File: src/rtl/lc3b_mem_arbiter.sv
// Arbitrates the single pmem port between the I-fetch and D requesters.
// One latched transaction at a time. Ties are broken round-robin on the last D grant.
module lc3b_mem_arbiter #(
  parameter int ADDR_W = 16,
  parameter int LINE_W = 128
) (
  input  logic              clk,
  input  logic              reset,

  input  logic              i_read,
  input  logic [ADDR_W-1:0] i_address,
  output logic [LINE_W-1:0] i_rdata,
  output logic              i_resp,

  input  logic              d_read,
  input  logic              d_write,
  input  logic [ADDR_W-1:0] d_address,
  input  logic [LINE_W-1:0] d_wdata,
  output logic [LINE_W-1:0] d_rdata,
  output logic              d_resp,

  output logic              pmem_read,
  output logic              pmem_write,
  output logic [ADDR_W-1:0] pmem_address,
  output logic [LINE_W-1:0] pmem_wdata,
  input  logic [LINE_W-1:0] pmem_rdata,
  input  logic              pmem_resp
);

  // state    | meaning
  // ST_IDLE  | no strobes; pick a requester and latch its request
  // ST_SERVE_I | pmem_read for the latched I request until pmem_resp
  // ST_SERVE_D | pmem_read/pmem_write for the latched D request until pmem_resp
  typedef enum logic [1:0] {
    ST_IDLE    = 2'd0,
    ST_SERVE_I = 2'd1,
    ST_SERVE_D = 2'd2
  } state_t;

  state_t              r_state;
  state_t              w_next;
  logic                r_last_d;
  logic                r_write;
  logic [ADDR_W-1:0]   r_addr;
  logic [LINE_W-1:0]   r_wdata;

  logic                w_i_pend;
  logic                w_d_pend;
  logic                w_grant_i;
  logic                w_grant_d;

  assign w_i_pend = i_read;
  assign w_d_pend = d_read | d_write;

  always_comb begin
    w_next     = r_state;
    w_grant_i  = 1'b0;
    w_grant_d  = 1'b0;
    pmem_read  = 1'b0;
    pmem_write = 1'b0;
    i_resp     = 1'b0;
    d_resp     = 1'b0;
    case (r_state)
      ST_IDLE: begin
        if (w_i_pend && w_d_pend) begin
          w_grant_i = r_last_d;
          w_grant_d = ~r_last_d;
        end else begin
          w_grant_i = w_i_pend;
          w_grant_d = w_d_pend;
        end
        if (w_grant_i) begin
          w_next = ST_SERVE_I;
        end else if (w_grant_d) begin
          w_next = ST_SERVE_D;
        end
      end
      ST_SERVE_I: begin
        pmem_read = 1'b1;
        if (pmem_resp) begin
          i_resp = 1'b1;
          w_next = ST_IDLE;
        end
      end
      ST_SERVE_D: begin
        pmem_read  = ~r_write;
        pmem_write = r_write;
        if (pmem_resp) begin
          d_resp = 1'b1;
          w_next = ST_IDLE;
        end
      end
      default: w_next = ST_IDLE;
    endcase
  end

  always_ff @(posedge clk or posedge reset) begin
    if (reset) begin
      r_state <= ST_IDLE;
    end else begin
      r_state <= w_next;
    end
  end

  // A simultaneous d_read/d_write latches as a write.
  always_ff @(posedge clk or posedge reset) begin
    if (reset) begin
      r_addr  <= '0;
      r_wdata <= '0;
      r_write <= 1'b0;
    end else if (w_grant_i) begin
      r_addr  <= i_address;
      r_wdata <= '0;
      r_write <= 1'b0;
    end else if (w_grant_d) begin
      r_addr  <= d_address;
      r_wdata <= d_wdata;
      r_write <= d_write;
    end
  end

  always_ff @(posedge clk or posedge reset) begin
    if (reset) begin
      r_last_d <= 1'b0;
    end else if (i_resp) begin
      r_last_d <= 1'b0;
    end else if (d_resp) begin
      r_last_d <= 1'b1;
    end
  end

  assign pmem_address = r_addr;
  assign pmem_wdata   = r_wdata;
  assign i_rdata      = pmem_rdata;
  assign d_rdata      = pmem_rdata;

endmodule

File: config.mk
export PLATFORM = sky130hd
export DESIGN_NAME = lc3b_mem_arbiter
export DESIGN_NICKNAME = d
export VERILOG_FILES = /design/src/rtl/lc3b_mem_arbiter.sv
export SDC_FILE = /design/constraint.sdc
export NUM_CORES = 1
export LEC_CHECK = 0
export CORE_AREA = 2 2 268 270
export CTS_CLUSTER_SIZE = 25
export DETAILED_ROUTE_END_ITERATION = 7
export DIE_AREA = 0 0 270 272
export MAX_ROUTING_LAYER = met4
export PLACE_DENSITY_LB_ADDON = 0.12
export SYNTH_ARGS = -nofsm -noshare
export SYNTH_HDL_FRONTEND = slang
export SYNTH_SLANG_ARGS = --single-unit
File: constraint.sdc
create_clock -name clk -period 6.5 [get_ports clk]
set_clock_uncertainty 0.2 [all_clocks]
set_input_delay 0.975 -clock clk [delete_from_list [all_inputs] [get_ports clk]]
set_output_delay 0.975 -clock clk [all_outputs]
set_load 0.01 [all_outputs]
==> results.md <==
- The per-instance average area after synthesis is 11.6 sq um.
- For this run, the top clock speed supported by timing is 294 MHz.
- The leading register cell type out of synthesis is dfrtp_1.
- The share of the synthesized area in compound gates (AO/OA/AOI/OAI) is 0.206.
- The non-filler instance count after layout is 1655.
- The xor and xnor fraction of the mapped netlist area is 0.
- Buffers inserted during clock tree synthesis total 17.
- The H-tree depth is 4.
- The core region is 70800 sq um.
- The worst hold-check path type is reg2reg.
- The minimum setup slack among reg-to-reg paths is 3.40 ns.
- Input and output buffers added on the ports amount to 313.
- The cell area after layout is 10400 sq um.
- The number of global-route vias before repair is 5509.
- In this run the vertical extent of the chip is 272 microns.
- Of the total synthesized cell area, the portion taken by full adders, half adders and majority gates is 0.00501.
- The placed standard-cell area is 9800 sq um.
- Summed over all layers, the global routing overflow is 0.
- Buffers inserted to repair hold after CTS numbered 0.
- Once detailed placement completed, the half-perimeter wirelength came to 21.5 mm.
- The portion of synthesized cell area occupied by the leading cell type is 0.494.
- The setup violation total in the final timing report is 0.
- The completed layout was analyzed and its total power is 5.18 mW.
- The power per unit of standard cell area is 499 nW/um^2.
- By area, the combinational part of the netlist is dominated by buffers and inverters.
- Before antenna repair, the detailed router went through 5 iterations.
- The starting utilization of the core area is 0.106.
- The die outline area is 73400 sq um.
- The global-route wire length before repair is 42.3 mm.
- The final number of max-transition violations came to 0.
- Post-CTS repair changed the size of 0 cells.
- The arrival time at the worst endpoint is 3.59 ns.
- After synthesis, the share of flip-flops with an asynchronous set or reset is 1.00.
- The nature of the critical path endpoint is a flop.
- The initial antenna violation count is 2.
- The initial detailed-routing violation count is 194.
- STA puts the critical path data required time at 6.70 ns.
- The number of top-level pins is 698.
- Setup repair after global routing left no endpoint under its margin.
- The maximum resistive drop on vdd is 0.187 mV.
- The warning count from the yosys run is 0.
- The summed instance area of the synthesized netlist is 7490 sq um.
- The TritonCTS clock tree is done.
- The post-layout worst setup margin is 3.10 ns.
- The number of antenna-violating nets in the routed design is 0.
- The setup slack at placement is 2.50 ns.
- The buffer type at the clock tree root is clkbuf_16.
- Counting I/O delays and the setup requirement, the final critical path takes 3.40 ns.
- In the global route stage, overall resource usage came out at 0.0842.
- Clock-pin slew was measured on the worst setup and hold paths at 0.07 ns.
- For the pin with the worst max-slew slack, the measured transition is 1.04 ns.
- In this run the worst path has a maximum fanout of 88.
- The total leakage power is 4.09 nW.
- For this run, the register share of the synthesized area comes to 0.494.
- The post-route worst hold slack is 0.288 ns.
- Summed over all instances, the cell type with the most area after synthesis is dfrtp_1.
- The number of flops mapped to enable cells by yosys is 0.
- The classification of the worst setup path is in2reg.
- The insertion delay of the later-clocked pin in the worst-skew pair is 0.47 ns.
- The placer's final routability congestion estimate is 0.649.
- The cell total after placement is 1621.
- The length of routed wiring on met1 is 10.9 mm.
- Entering global routing, the biggest net connects 89 pins.
- Yosys attributes the largest share of cell area to dfrtp_1 (49%), buf_4 (26%), a22o_1 (15%).
- The simple-gate portion of the synthesized area is 0.00852.
- Detailed routing inserted a total of 4923 vias.
- The number of distinct library cells after synthesis is 27.
- The flow ran to the end, and the final reports show no timing, DRC or antenna violations.
- The layout-stage area growth over the synthesis result is 38.6%.
- The routed design has 30.2 mm of wire.
- Buffers added to address setup during post-CTS repair amount to 0.
- After detailed routing, the number of remaining DRC violations is 0.
- Of the available clock period, the critical path in the final layout requires 0.522.
- The number of synthesized register bits is 148.
- In the final layout, the share of cells above drive strength 1 is 0.0598.
- STA classifies the critical path startpoint as an input pin.
- The routed length on met2 is 14.9 mm.
- The detailed route wirelength on metal3 is 3.14 mm.
- The number of instances in the synthesized netlist is 646.
- The CTS sink count is 148.
- The post-layout net count is 987.
- In the routed layout, each cell is associated on average with a via count of 2.97.
- The number of buffers on the longest clock path is 2.
- At the end of the flow the core is filled with cells to 0.147.
- The highest metal layer carrying signal wires in the routed design is met4.
- After detailed routing, the average wire length per cell comes to 18.3 microns.
- The worst pin sits at a relative slew slack of 0.304.
- The die is 270 microns wide.
- The post-synthesis mux area share is 0.00284.
- In the final timing run, aggregate negative setup slack is 0 ns.
- The count of endpoints failing hold in the final timing report was 0.
- The number of placement rows is 98.
- Across the run, the number of max-cap violations was 0.
- Synthesis produced a netlist with a net count of 943.
-- worst paths after layout --
check                                   end  cells after the start             from
min                         pmem_address[6]                      1  pmem_address[6]
max in group asynchronous  pmem_address[11]                      3            reset
max reg2reg                  pmem_wdata[89]                      6       r_state[0]
max                          pmem_wdata[89]                      5           i_read
min reg2reg                 pmem_address[6]                      1  pmem_address[6]
min in group asynchronous     pmem_wdata[8]                      2            reset
-- final cells by class --
cell class | count | area, sq um
timing repair buffer | 318 | 3210
multi-input combinational | 201 | 1680
antenna | 3 | 7.51
clock buffer | 19 | 453
inverter | 4 | 20.0
clock inverter | 12 | 123
fill | 7918 | 60400
sequential | 148 | 3700
tap | 950 | 1190
-- per-layer routing --
metal  track usage  vias to the layer above
met5             -                        -
met4        0.0504                        0
met3        0.0437                      114
met2         0.135                      333
met1        0.0812                     2366
li1              -                     2110
-- worst max-delay path, cell delays in order --
cell and delay [ns]:
clkdlybuf4s50_1 0.59, a21boi_4 0.59, and2_4 0.63, buf_12 0.40, a22o_1 0.21
-- synth_stat cells (2+ instances only) --
master,n
a21oi_1,17
a22o_1,129
a22oi_1,16
and2_1,5
buf_2,21
buf_4,260
clkbuf_1,10
dfrtp_1,148
ha_1,3
inv_1,4
nor2_1,2
o2bb2ai_1,16
-- power breakdown --
| group | switching [mW] | leakage (nW) | internal [mW] |
|---|---|---|---|
| Combinational | 1.17 | 1.92 | 1.32 |
| Clock | 0.495 | 0.284 | 0.554 |
| Sequential | 0.265 | 1.89 | 1.38 |
| Total | 1.93 | 4.09 | 3.25 |
-- cell families after synthesis --
kind of cell	count (synthesis)
compound gates	185
fa+ha+maj	3
buf+inv	297
flops	148
mux	2
simple gates	11
-- flip-flops by register name, summed over array words and instances (netlist names) --
register,flops
pmem_wdata,128
pmem_address,16
r_state,2
r_last_d,1
r_write,1
-- cell usage in the layout (no fill, tap or decap), types with 2 or more instances in the layout --
master	count
clkdlybuf4s50_1	313
dfrtp_1	148
a22o_1	129
a21oi_1	17
clkbuf_16	17
a22oi_1	16
o2bb2ai_1	16
and2_1	4
inv_6	4
diode_2	3
inv_1	3
ha_1	3
clkinv_4	3
buf_12	3
nor2_1	2
clkbuf_8	2
inv_8	2
clkinv_2	2
buf_4	2
Power figures use the tool's default switching activity.
